`src/rtl/matmul_ctrl.sv`:
```
// matmul_ctrl: sequencer for one 3x3 matrix multiply.
// Loads 9 weight words and 9 input words into the memory bank, waits for the
// bank's start flag, runs three MAC steps (one per row), drains the MAC
// pipeline for two cycles, and then pulses done. An abort from any busy state
// clears the bank and the accumulators.
// Optional build macro MATMUL_CTRL_START_TIMEOUT_EN adds a 16-cycle start
// timeout in WAITS. The timeout sets the sticky err flag and aborts.
module matmul_ctrl (
  input  logic       clk,
  input  logic       rst,
  input  logic       go,
  input  logic       abort,
  input  logic       valid_in,
  input  logic       start,
  output logic       ldw,
  output logic       ldx,
  output logic       clear_mem,
  output logic       clear_mac,
  output logic       unload1,
  output logic       unload2,
  output logic       unload3,
  output logic       ld,
  output logic       busy,
  output logic       done,
  output logic       err,
  output logic [3:0] word_cnt
);

  typedef enum logic [3:0] {
    S_IDLE  = 4'd0,
    S_CLR   = 4'd1,
    S_LOADW = 4'd2,
    S_LOADX = 4'd3,
    S_WAITS = 4'd4,
    S_MAC   = 4'd5,
    S_DRAIN = 4'd6,
    S_DONE  = 4'd7,
    S_ABT   = 4'd8
  } state_t;

  state_t     state_r, state_next_s;
  logic [3:0] word_cnt_r, word_cnt_next_s;
  logic [1:0] step_r, step_next_s;
  logic       drain_r, drain_next_s;
`ifdef MATMUL_CTRL_START_TIMEOUT_EN
  logic [3:0] tmo_r, tmo_next_s;
  logic       err_r, err_next_s;
`endif

  // State and counter registers; reset drops straight back to IDLE
  always_ff @(posedge clk or posedge rst) begin
    if (rst) begin
      state_r    <= S_IDLE;
      word_cnt_r <= 4'd0;
      step_r     <= 2'd0;
      drain_r    <= 1'b0;
`ifdef MATMUL_CTRL_START_TIMEOUT_EN
      tmo_r      <= 4'd0;
      err_r      <= 1'b0;
`endif
    end else begin
      state_r    <= state_next_s;
      word_cnt_r <= word_cnt_next_s;
      step_r     <= step_next_s;
      drain_r    <= drain_next_s;
`ifdef MATMUL_CTRL_START_TIMEOUT_EN
      tmo_r      <= tmo_next_s;
      err_r      <= err_next_s;
`endif
    end
  end

  // Next-state and counter logic; abort overrides every other transition
  always_comb begin
    state_next_s    = state_r;
    word_cnt_next_s = word_cnt_r;
    step_next_s     = step_r;
    drain_next_s    = drain_r;
`ifdef MATMUL_CTRL_START_TIMEOUT_EN
    tmo_next_s      = tmo_r;
    err_next_s      = err_r;
`endif
    if ((state_r != S_IDLE) && abort) begin
      state_next_s    = S_ABT;
      word_cnt_next_s = 4'd0;
      step_next_s     = 2'd0;
      drain_next_s    = 1'b0;
`ifdef MATMUL_CTRL_START_TIMEOUT_EN
      tmo_next_s      = 4'd0;
`endif
    end else begin
      case (state_r)
        S_IDLE: begin
          if (go) begin
            state_next_s = S_CLR;
`ifdef MATMUL_CTRL_START_TIMEOUT_EN
            err_next_s   = 1'b0;
`endif
          end else begin
            state_next_s = S_IDLE;
          end
        end
        S_CLR: begin
          word_cnt_next_s = 4'd0;
          state_next_s    = S_LOADW;
        end
        S_LOADW, S_LOADX: begin
          if (valid_in) begin
            if (word_cnt_r == 4'd8) begin
              word_cnt_next_s = 4'd0;
              state_next_s    = (state_r == S_LOADW) ? S_LOADX : S_WAITS;
            end else begin
              word_cnt_next_s = word_cnt_r + 4'd1;
            end
          end else begin
            word_cnt_next_s = word_cnt_r;
          end
        end
        S_WAITS: begin
          if (start) begin
            state_next_s = S_MAC;
            step_next_s  = 2'd0;
`ifdef MATMUL_CTRL_START_TIMEOUT_EN
            tmo_next_s   = 4'd0;
          end else if (tmo_r == 4'd15) begin
            // Sixteenth idle WAITS cycle: give up and flag the timeout
            tmo_next_s   = 4'd0;
            err_next_s   = 1'b1;
            state_next_s = S_ABT;
          end else begin
            tmo_next_s   = tmo_r + 4'd1;
`else
          end else begin
            state_next_s = S_WAITS;
`endif
          end
        end
        S_MAC: begin
          if (step_r == 2'd2) begin
            step_next_s  = 2'd0;
            drain_next_s = 1'b0;
            state_next_s = S_DRAIN;
          end else begin
            step_next_s  = step_r + 2'd1;
          end
        end
        S_DRAIN: begin
          if (drain_r) begin
            drain_next_s = 1'b0;
            state_next_s = S_DONE;
          end else begin
            drain_next_s = 1'b1;
          end
        end
        S_DONE:  state_next_s = S_IDLE;
        S_ABT: begin
          word_cnt_next_s = 4'd0;
          state_next_s    = S_IDLE;
        end
        default: state_next_s = S_IDLE;
      endcase
    end
  end

  // Output decode: everything except ldw/ldx comes from registered state only
  always_comb begin
    ldw       = 1'b0;
    ldx       = 1'b0;
    clear_mem = 1'b0;
    clear_mac = 1'b0;
    unload1   = 1'b0;
    unload2   = 1'b0;
    unload3   = 1'b0;
    ld        = 1'b0;
    done      = 1'b0;
    case (state_r)
      S_CLR, S_ABT: begin
        clear_mem = 1'b1;
        clear_mac = 1'b1;
      end
      S_LOADW: ldw = valid_in;
      S_LOADX: ldx = valid_in;
      S_MAC: begin
        ld = 1'b1;
        case (step_r)
          2'd0:    unload1 = 1'b1;
          2'd1:    unload2 = 1'b1;
          2'd2:    unload3 = 1'b1;
          default: unload1 = 1'b0;
        endcase
      end
      S_DONE:  done = 1'b1;
      default: done = 1'b0;
    endcase
  end

  assign busy     = (state_r != S_IDLE);
  assign word_cnt = word_cnt_r;
`ifdef MATMUL_CTRL_START_TIMEOUT_EN
  assign err      = err_r;
`else
  assign err      = 1'b0;
`endif

endmodule
```
`config.mk`:
```
export PLATFORM = sky130hd
export DESIGN_NAME = matmul_ctrl
export DESIGN_NICKNAME = d
export VERILOG_FILES = /design/src/rtl/matmul_ctrl.sv
export SDC_FILE = /design/constraint.sdc
export NUM_CORES = 1
export LEC_CHECK = 0
export BUFFER_PORTS_ARGS = -buffer_cell sky130_fd_sc_hd__clkbuf_2
export CAP_MARGIN = 20
export CORE_MARGIN = 2
export CORE_UTILIZATION = 45
export CTS_CLUSTER_DIAMETER = 40
export DETAILED_ROUTE_END_ITERATION = 8
export GPL_ROUTABILITY_DRIVEN = 0
export PLACE_DENSITY = 0.79
export SLEW_MARGIN = 15
export SYNTH_ARGS = -nofsm -noshare
export SYNTH_HDL_FRONTEND = slang
export SYNTH_SLANG_ARGS = --single-unit
export TNS_END_PERCENT = 100
```
`constraint.sdc`:
```
create_clock -name clk -period 2.5 [get_ports clk]
set_input_delay 0.25 -clock clk [delete_from_list [all_inputs] [get_ports clk]]
set_output_delay 0.25 -clock clk [all_outputs]
set_load 0.03 [all_outputs]
```
==> metrics.md <==
| Metric | Value |
|---|---|
| Initial standard-cell utilization of the core | `0.473` |
| CP Max Fanout | `14` |
| Die boundary width | `46.4 um` |
| Clock Power Share | `0.126` |
| Switching fraction of total power | `0.517` |
| Core box area | `0.00171 mm^2` |
| Reported net switching power | `approximately 0.54 mW` |
| Endpoints failing setup | `0` |
| Routed vias | `779` |
| Number of clock sinks | `11` |
| Number of max-slew violations in the final report | `0` |
| Highest-delay cell along the critical path | `sky130_fd_sc_hd__or4_1` |
| Final routed wire length divided by cell count | `13.1 um` |
| # hold bufs at CTS | `1` |
| Critical setup path kind | `reg2out` |
| Clk_lat worst skew | `280 ps` |
| Number of global-route vias before repair | `692` |
| Post-synthesis instance area | `807 um^2` |
| Clock tree from TritonCTS | `built` |
| Ant diodes | `0` |
| Cell row count | `15` |
| Die outline area | `between 0.002 and 0.0025 mm^2` |
| Period Utilization, post-route | `0.808` |
| Number of nets still failing antenna checks after routing | `0` |
| Data required, critical path | `2250 ps` |
| Antenna violations before repair | `0` |
| Detailed-route vias per instance | `around 5.7` |
| Proportion of synthesized chip area in sequential cells | `0.341` |
| Yosys cell types | `43` |
| Clock-pin slew on the worst setup and hold paths | `80 ps` |
| CP cell instances | `or4_1 -> clkbuf_2` |
| Global-route wire length before repair | `2860 um` |
| Internal Dissipation | `roughly 0.5 mW` |
| Largest stage delay on the critical path | `720 ps` |
| Worst slack, placed | `631 ps` |
| Flip-flop cell with the highest count after synthesis | `sky130_fd_sc_hd__dfrtp_1` |
| Final net count | `121` |
| Async set-reset flop share out of synthesis | `1.00` |
| Post-Route Skew | `roughly 8.4 ps` |
| Filler instances | `between 150 and 200` |
| Summed negative setup slack over all endpoints | `0 ps` |
| Port Buf Inserts | `19` |
| Number of synthesized flops with an enable pin | `0` |
| Aggregate routed wire length | `roughly 1800 um` |
| Proportion of power drawn by flip-flops and latches | `0.300` |
| Final hold violation count | `0` |
| Leak | `0.429 nW` |
| Mean instance size in the synthesized netlist | `around 8.3 um^2` |
| Setup bufs post-CTS | `0` |
| Buffer cell driving the clock tree root | `sky130_fd_sc_hd__clkbuf_4` |
| Power share of the combinational group | `0.574` |
| Fraction of layout instances using a drive strength above 1 | `0.232` |
| Number of DRC violations after detailed routing | `0` |
| Warnings from Yosys | `0` |
| Run status | `finished clean` |
| Cell area power density | `1140 mW/mm^2` |
| Post-synth net total | `around 110` |
| CP delay by family, top | `simple AND/OR/NAND/NOR gates` |
| Type of destination of the critical path | `primary output` |
| RSZ-0062 raised after global routing | `false` |
| Number of primary I/O pins | `21` |
| Count of maximum capacitance violations | `0` |
| Data arrival time of the worst path | `approximately 1800 ps` |
| Worst hold-check path type | `in2reg` |
| Peak Freq | `495 MHz` |
| Post-DP HPWL | `1380 um` |
| Syn-to-layout area delta | `13.8%` |
| Number of cells upsized or downsized after cts | `0` |
| CP startpoint kind | `flip-flop` |
| Total global routing track utilization | `0.194` |
| Period minus WS final | `2020 ps` |
| CTS Buf Count | `3` |
| Final Worst Setup Slack | `~480 ps` |
| Die Span Y | `between 40 and 50 um` |
| CP bufs+invs | `1` |
| Overflow left after global routing | `0` |
| # H-tree levels | `1` |
| Synthesis-stage register bit count | `11` |
| 1st-iter DRT viols | `30` |
| Maximum clock insertion buffer count | `2` |
| Pin count of the biggest net entering global routing | `15` |
| Instance count of the mapped netlist | `97` |
| Worst vdd rail ir drop | `0.630 mV` |
| Iteration count of the initial detailed-routing pass | `4` |
cell families after synthesis:
kind of cell             share of synthesized area
AO/OA/AOI/OAI                                0.234
XOR/XNOR                                    0.0109
adder cells (fa/ha/maj)                     0.0310
buffers and inverters                       0.0961
flip-flops                                   0.341
multiplexers                                0.0388
other                                      0.00465
AND/OR/NAND/NOR                              0.243
routing by layer:
metal,part of all wire,global-route usage
met3,0.062,0.0353
met4,0.024,0.143
met5,0,0
met2,0.48,0.322
met1,0.43,0.217
flip-flops by register name, summed over array words and instances, names as in the netlist:
signal    count
state_r       4
word_cnt      4
step_r        2
drain_r       1
power groups by stage:
stage	clock network [mW]	registers [mW]	logic (mW)
CTS	0.132	0.312	0.605
global route	0.149	0.324	0.659
global placement	0	0.312	0.594
detailed placement	0	0.316	0.602
finish	0.133	0.315	0.603
floorplan	0	0.296	0.537
synth_stat cells (2+ instances only):
cell | instances | area, um^2
sky130_fd_sc_hd__o21ai_0 | 3 | 15.0
sky130_fd_sc_hd__clkbuf_1 | 3 | 11.3
sky130_fd_sc_hd__inv_1 | 7 | 26.3
sky130_fd_sc_hd__o21a_1 | 2 | 15.0
sky130_fd_sc_hd__nor3_1 | 4 | 20.0
sky130_fd_sc_hd__nand2b_1 | 4 | 25.0
sky130_fd_sc_hd__ha_1 | 2 | 25.0
sky130_fd_sc_hd__buf_2 | 2 | 10.0
sky130_fd_sc_hd__nor2_1 | 12 | 45.0
sky130_fd_sc_hd__nand3b_1 | 2 | 15.0
sky130_fd_sc_hd__nand2_1 | 6 | 22.5
sky130_fd_sc_hd__buf_4 | 2 | 15.0
sky130_fd_sc_hd__o21ai_1 | 2 | 10.0
sky130_fd_sc_hd__o211ai_1 | 2 | 15.0
sky130_fd_sc_hd__o221ai_1 | 3 | 26.3
sky130_fd_sc_hd__nand3_1 | 2 | 10.0
sky130_fd_sc_hd__dfrtp_1 | 11 | 275
sky130_fd_sc_hd__mux2i_1 | 2 | 20.0
sky130_fd_sc_hd__a21oi_1 | 2 | 10.0
final cells by class:
cell class | instances | area [um^2] | area share
well taps | 25 | 31.3 | 0.0341
clock buffers | 4 | 26.3 | 0.0286
flip-flops and latches | 11 | 275 | 0.300
repair buffers | 20 | 105 | 0.114
inverters | 7 | 26.3 | 0.0286
multi-input cells | 70 | 454 | 0.495
path summary, 6_finish.rpt:
kind | end | start | slack, ps | depth (start not counted)
setup / recovery | busy | state_r[1]$_DFFE_PP0P_ | 480 | 2
hold / removal | state_r[3]$_DFFE_PP0P_ | abort | 380 | 2
setup reg to reg | state_r[0]$_DFFE_PP0P_ | state_r[1]$_DFFE_PP0P_ | 600 | 4
hold reg to reg | word_cnt[2]$_DFFE_PP0P_ | word_cnt[2]$_DFFE_PP0P_ | 580 | 1
max in group asynchronous | state_r[2]$_DFFE_PP0P_ | rst | 1710 | 3
min in group asynchronous | word_cnt[3]$_DFFE_PP0P_ | rst | 480 | 3
per-stage QoR:
| stage | hold WS, ps | instances | power, mW | util | cell area [um^2] |
|---|---|---|---|---|---|
| floorplan | 102 | 97 | 0.833 | - | 807 |
| global placement | 246 | 132 | 0.905 | 0.516 | 882 |
| detailed placement | 258 | 132 | 0.917 | 0.516 | 882 |
| CTS | 377 | 137 | 1.05 | 0.538 | 918 |
| global route | 378 | 137 | 1.13 | 0.538 | 918 |
| finish | 377 | 137 | 1.05 | 0.538 | 918 |
worst register-to-register path, cell delays in order (launching register included):
cell	delay, ps
sky130_fd_sc_hd__dfrtp_1	520
sky130_fd_sc_hd__or4_1	720
sky130_fd_sc_hd__and2_4	250
sky130_fd_sc_hd__o21ai_2	140
sky130_fd_sc_hd__mux2i_1	190
layout by cell type (no fill, tap or decap), types with 3 or more instances in the layout:
cell                       instances
sky130_fd_sc_hd__nor2_1           12
sky130_fd_sc_hd__o221ai_1          3
sky130_fd_sc_hd__nor3_1            4
sky130_fd_sc_hd__inv_1             7
sky130_fd_sc_hd__clkbuf_4          3
sky130_fd_sc_hd__clkbuf_2         19
sky130_fd_sc_hd__nand2_1           6
sky130_fd_sc_hd__nand2b_1          4
sky130_fd_sc_hd__o21ai_0           3
sky130_fd_sc_hd__dfrtp_1          11
Note: power is estimated with default switching activity, not from simulation.
